===== config.mk =====
export PLATFORM = sky130hd
export DESIGN_NAME = timer_arbiter
export DESIGN_NICKNAME = d
export VERILOG_FILES = /design/src/rtl/timer_arbiter.sv
export SDC_FILE = /design/constraint.sdc
export NUM_CORES = 1
export LEC_CHECK = 0
export CAP_MARGIN = 25
export CORE_MARGIN = 5
export CORE_UTILIZATION = 41
export CTS_CLUSTER_DIAMETER = 100
export DETAILED_ROUTE_END_ITERATION = 10
export PLACE_DENSITY_LB_ADDON = 0.12
export SYNTH_ARGS = -nofsm -noshare
export SYNTH_HDL_FRONTEND = slang
export SYNTH_SLANG_ARGS = --single-unit

===== constraint.sdc =====
create_clock -name clk -period 2.6 [get_ports clk]
set_input_delay 0.52 -clock clk [delete_from_list [all_inputs] [get_ports clk]]
set_output_delay 0.52 -clock clk [all_outputs]
set_load 0.005 [all_outputs]

===== src/rtl/timer_arbiter.sv =====
// timer_arbiter: one shared W-bit up-counting timer handed out to N requesters
// in round-robin order. The owner gets a one-cycle done pulse when its latched
// delay has elapsed; dropping the request early releases the timer silently.
module timer_arbiter #(
  parameter int N = 4,
  parameter int W = 32
) (
  input  logic           clk,
  input  logic           rst,
  input  logic [N-1:0]   req,
  input  logic [N*W-1:0] delay,
  output logic [N-1:0]   grant,
  output logic           busy,
  output logic [W-1:0]   count,
  output logic [N-1:0]   done
);

  localparam int PW = (N > 1) ? $clog2(N) : 1;

  typedef enum logic [1:0] {
    ST_IDLE,
    ST_RUN,
    ST_DONE
  } state_t;

  state_t          state_q;
  logic [N-1:0]    grant_q;
  logic            busy_q;
  logic [W-1:0]    count_q;
  logic [N-1:0]    done_q;
  logic [PW-1:0]   ptr_q;
  logic [PW-1:0]   sel_q;
  logic [W-1:0]    target_q;

  logic [PW-1:0]   sel_d;
  logic            sel_found;
  logic [PW-1:0]   scan_idx;
  logic [W-1:0]    delay_arr [N];

  // Modulo-N increment of a requester index (N need not be a power of two).
  function automatic logic [PW-1:0] next_idx(input logic [PW-1:0] p);
    if (p == PW'(N - 1)) return '0;
    else                 return p + PW'(1);
  endfunction

  // Unpack the flat delay bus into one word per requester.
  always_comb begin
    for (int i = 0; i < N; i++) begin
      delay_arr[i] = delay[i*W +: W];
    end
  end

  // Round-robin pick: first asserted request scanning ptr, ptr+1, ... mod N.
  always_comb begin
    // NOTE: every signal driven here gets a default first so no path leaves it unassigned and infers a latch.
    sel_d     = '0;
    sel_found = 1'b0;
    scan_idx  = ptr_q;
    for (int i = 0; i < N; i++) begin
      if (!sel_found && req[scan_idx]) begin
        sel_found = 1'b1;
        sel_d     = scan_idx;
      end
      scan_idx = next_idx(scan_idx);
    end
  end

  // Arbitration / timing FSM; every output comes straight from a register.
  always_ff @(posedge clk) begin
    if (rst) begin
      // NOTE: state uses non-blocking assignments so every register samples pre-edge values, independent of statement order.
      state_q  <= ST_IDLE;
      grant_q  <= '0;
      busy_q   <= 1'b0;
      count_q  <= '0;
      done_q   <= '0;
      ptr_q    <= '0;
      sel_q    <= '0;
      target_q <= '0;
    end else begin
      case (state_q)
        ST_IDLE: begin
          if (sel_found) begin
            sel_q    <= sel_d;
            target_q <= delay_arr[sel_d];
            grant_q  <= N'(1) << sel_d;
            busy_q   <= 1'b1;
            count_q  <= '0;
            state_q  <= ST_RUN;
          end
        end
        ST_RUN: begin
          if (!req[sel_q]) begin
            // Owner withdrew: release without a done pulse, owner drops to lowest priority.
            state_q <= ST_IDLE;
            grant_q <= '0;
            busy_q  <= 1'b0;
            count_q <= '0;
            ptr_q   <= next_idx(sel_q);
          end else if (count_q == target_q) begin
            // count holds at target, so it never wraps even for an all-ones delay.
            state_q <= ST_DONE;
            done_q  <= grant_q;
          end else begin
            count_q <= count_q + W'(1);
          end
        end
        ST_DONE: begin
          // Single-cycle pulse; the owner's request is not looked at here.
          state_q <= ST_IDLE;
          grant_q <= '0;
          busy_q  <= 1'b0;
          done_q  <= '0;
          count_q <= '0;
          ptr_q   <= next_idx(sel_q);
        end
        default: begin
          state_q <= ST_IDLE;
          grant_q <= '0;
          busy_q  <= 1'b0;
          done_q  <= '0;
          count_q <= '0;
        end
      endcase
    end
  end

  assign grant = grant_q;
  assign busy  = busy_q;
  assign count = count_q;
  assign done  = done_q;

endmodule


==> metrics <==
outcome=finished clean; Worst path max stage delay=0.56 ns; Int Pwr=3.02 mW; initial core utilization=0.416; Max-slew headroom=0.624; CTS Buf Count=9; cell mode on critical path=buf_4; top-count cell post-synth=dfxtp_1; met2 wire len=7.99 mm; Placer Congestion=0.868; Pins Over Slew Limit=0; crit path cell chain=buf_6 > mux4_2 > a211oi_2 > buf_4 > o2bb2ai_4 > buf_4 > buf_12 > mux2_2 > a221o_1; met1 WL=6.97 mm; WP buf/inv=4; area share of the largest cell type after synthesis=0.334; Syn Nets=662; RR Startpoint=ptr_q[0]; Fmax=between 300 and 400 MHz; switch share=0.275; drt first pass iters=5; Synth top cells by count=dfxtp_1, nor2_1, mux2i_1; async set-reset flop share out of synthesis=0; Final setup viols=0; Crit Path Class=reg -> reg; share of cells above drive strength 1=0.182; Residual DRC=0; wire length per cell=18.3 um; vias in the first global route=5072; initial DRC count=~380; CTS max path bufs=2; worst hold-check path type=reg -> reg; critical path launch point type=register; Worst R2R Path Depth=9; Crit-path slowest cell=mux4_2; Ports=175; Layout Nets=878; Mean Syn Cell Area=9.01 um^2; max-cap viol count=0; clock-pin slew on the worst setup and hold paths=0.06 ns; dpl ws=-0.613 ns; routed vias/inst=5.58; number of enable flip-flop cells after synthesis=0; clock sink count=79; ANT cells=0; placed wire-length estimate=13.0 mm; pwr/cell area=555 nW/um^2; clock power share=0.345; Worst Max-Slew Pin Slew=0.558 ns; grt ovf=0; placed cell area=7090 um^2; WHS=0.461 ns; clock skew=0.00702 ns; Die H=117 um; die area=13800 um^2; Sequential Area=1580 um^2; Final WS setup=0.0822 ns; CTS hold repair buffers=0; sequential-to-total area share from yosys stat=0.334; Met3 Wirelength=1.02 mm; YS warnings=0; CP Depth=9; Critical Path RT=2.82 ns; Arrival @ worst endpoint=2.73 ns; post-synthesis cell count=525; Fillers=971; final hold violations=0; Crit Path Max Fanout=16; H-tree depth=3; area of the core=between 10000 and 15000 um^2; most area-hungry cell type in the Yosys netlist=dfxtp_1; largest net degree at the start of global routing=28; multi-input logic area=3020 um^2; Clock Latency Late Sink=~0.33 ns; Final min period=2.52 ns; first-pass GRT wire length=26.1 mm; post-route ant nets=0; Crit. End Element=register; Leak=around 3 nW; CTS root buf=clkbuf_16; Psw=1.15 mW; Die Width=117 um; Netlist cell types=54; worst reg2reg setup slack=0.08 ns; Seq cells post-synth=79; Synth Cell Area=4730 um^2; Logic pwr share=0.308; r2r endpoint=target_q[22]; period utilization=0.968; top cells by area, synth=dfxtp_1, mux2i_1, mux2_2, a221o_1, xor2_1; antenna violations before repair=0; top layer in use=met4; Top FF cell, synth=dfxtp_1; Port Buf Inserts=174; CP top delay family=multiplexers; critical path endpoint=target_q[22]; final WL=16.2 mm; Max IR drop VDD=0.000403 V; via count=4963; sequential share of power=0.347; GRT Overall Usage=0.228; Post-Layout Inst Area=around 7500 um^2; CP startpoint=ptr_q[0]; std cell rows=39; synthesis-to-layout area growth=58.7%; CTS tree=done
area by class of cell:
cell class | count | share of cell area
Multi-Input combinational cell | 404 | 0.402
Timing Repair Buffer | 241 | 0.315
Clock buffer | 11 | 0.0310
Sequential cell | 79 | 0.211
Inverter | 6 | 0.00300
Clock inverter | 5 | 0.0142
Tap cell | 143 | 0.0238
layer usage:
layer	vias to the layer above	track usage
met2	176	0.394
li1	2422	-
met3	21	0.0510
met1	2344	0.286
met5	-	0
met4	0	0.0609
cell usage in the layout (no fill, tap or decap), drive strengths merged, types with 3 or more instances in the layout:
cell / Yosys / routed
a21o: 3 / 3
a21oi: 29 / 29
a221o: 32 / 32
a311oi: 5 / 5
a31oi: 3 / 3
and2: 5 / 5
and3: 7 / 7
and4: 3 / 3
buf: 21 / 66
bufinv: 0 / 3
clkbuf: 15 / 11
clkdlybuf4s50: 0 / 170
dfxtp: 79 / 79
dlygate4sd2: 0 / 3
ha: 3 / 3
inv: 6 / 6
mux2: 33 / 33
mux2i: 39 / 39
mux4: 3 / 3
nand2: 28 / 28
nand2b: 5 / 5
nand3: 15 / 15
nand4: 5 / 5
nor2: 47 / 47
nor3: 9 / 9
nor4: 11 / 11
o211ai: 5 / 5
o21ai: 25 / 25
o31ai: 4 / 4
or2: 5 / 5
or3: 18 / 18
or4: 8 / 8
xor2: 33 / 33
how the worst min path moves through the flow:
stage               start   end  slack (ns)  cells past startpoint
detailed placement   busy  busy        0.46                      2
floorplan            busy  busy        0.44                      2
global placement     busy  busy        0.45                      2
CTS                  busy  busy        0.47                      2
finish               busy  busy        0.46                      2
global route         busy  busy        0.51                      2
worst min-delay path: stages, from the launching register on:
cell     delay, ns
dfxtp_1       0.32
nand2_1       0.06
nand2_1       0.04
registers in the layout, summed over array words and instances (netlist names):
signal and flops:
target_q 32, grant 4, sel_q 2, ptr_q 2, busy 1, state_q 2
done 4, count 32
power groups by stage:
stage               combinational (mW)  sequential, mW  clock (mW)
floorplan                        0.711            1.43           0
global placement                  1.21            1.46           0
detailed placement                1.23            1.47           0
CTS                               1.28            1.44        1.45
global route                      1.38            1.46        1.51
finish                            1.28            1.45        1.44
per-stage QoR:
step	cells	TNS (ns)	power [mW]	util
final	889	0	4.17	0.661
after global routing	889	-0.0335	4.34	0.661
after global placement	871	-24.37	2.68	0.623
after detailed placement	871	-28.04	2.70	0.623
after floorplan	525	0	2.14	-
after CTS	889	0	4.18	0.658
timing repair:
item	in CTS	in global routing
endpoints found under the hold margin	0	0
gates cloned	1	0
endpoints found under the setup margin	58	39
setup buffers	1	0
pin swaps	2	0
resized for setup	9	5
cell families (layout without fill, tap and decap cells):
kind of cell | after synthesis | count (layout) | share of synthesized area
AND/OR/NAND/NOR | 169 | 169 | 0.182
AO/OA/AOI/OAI | 124 | 124 | 0.200
flip-flops | 79 | 79 | 0.334
multiplexers | 75 | 75 | 0.175
buffers and inverters | 42 | 263 | 0.0397
XOR/XNOR | 33 | 33 | 0.0611
adder cells (fa/ha/maj) | 3 | 3 | 0.00794
Note: power is estimated with default switching activity, not from simulation.
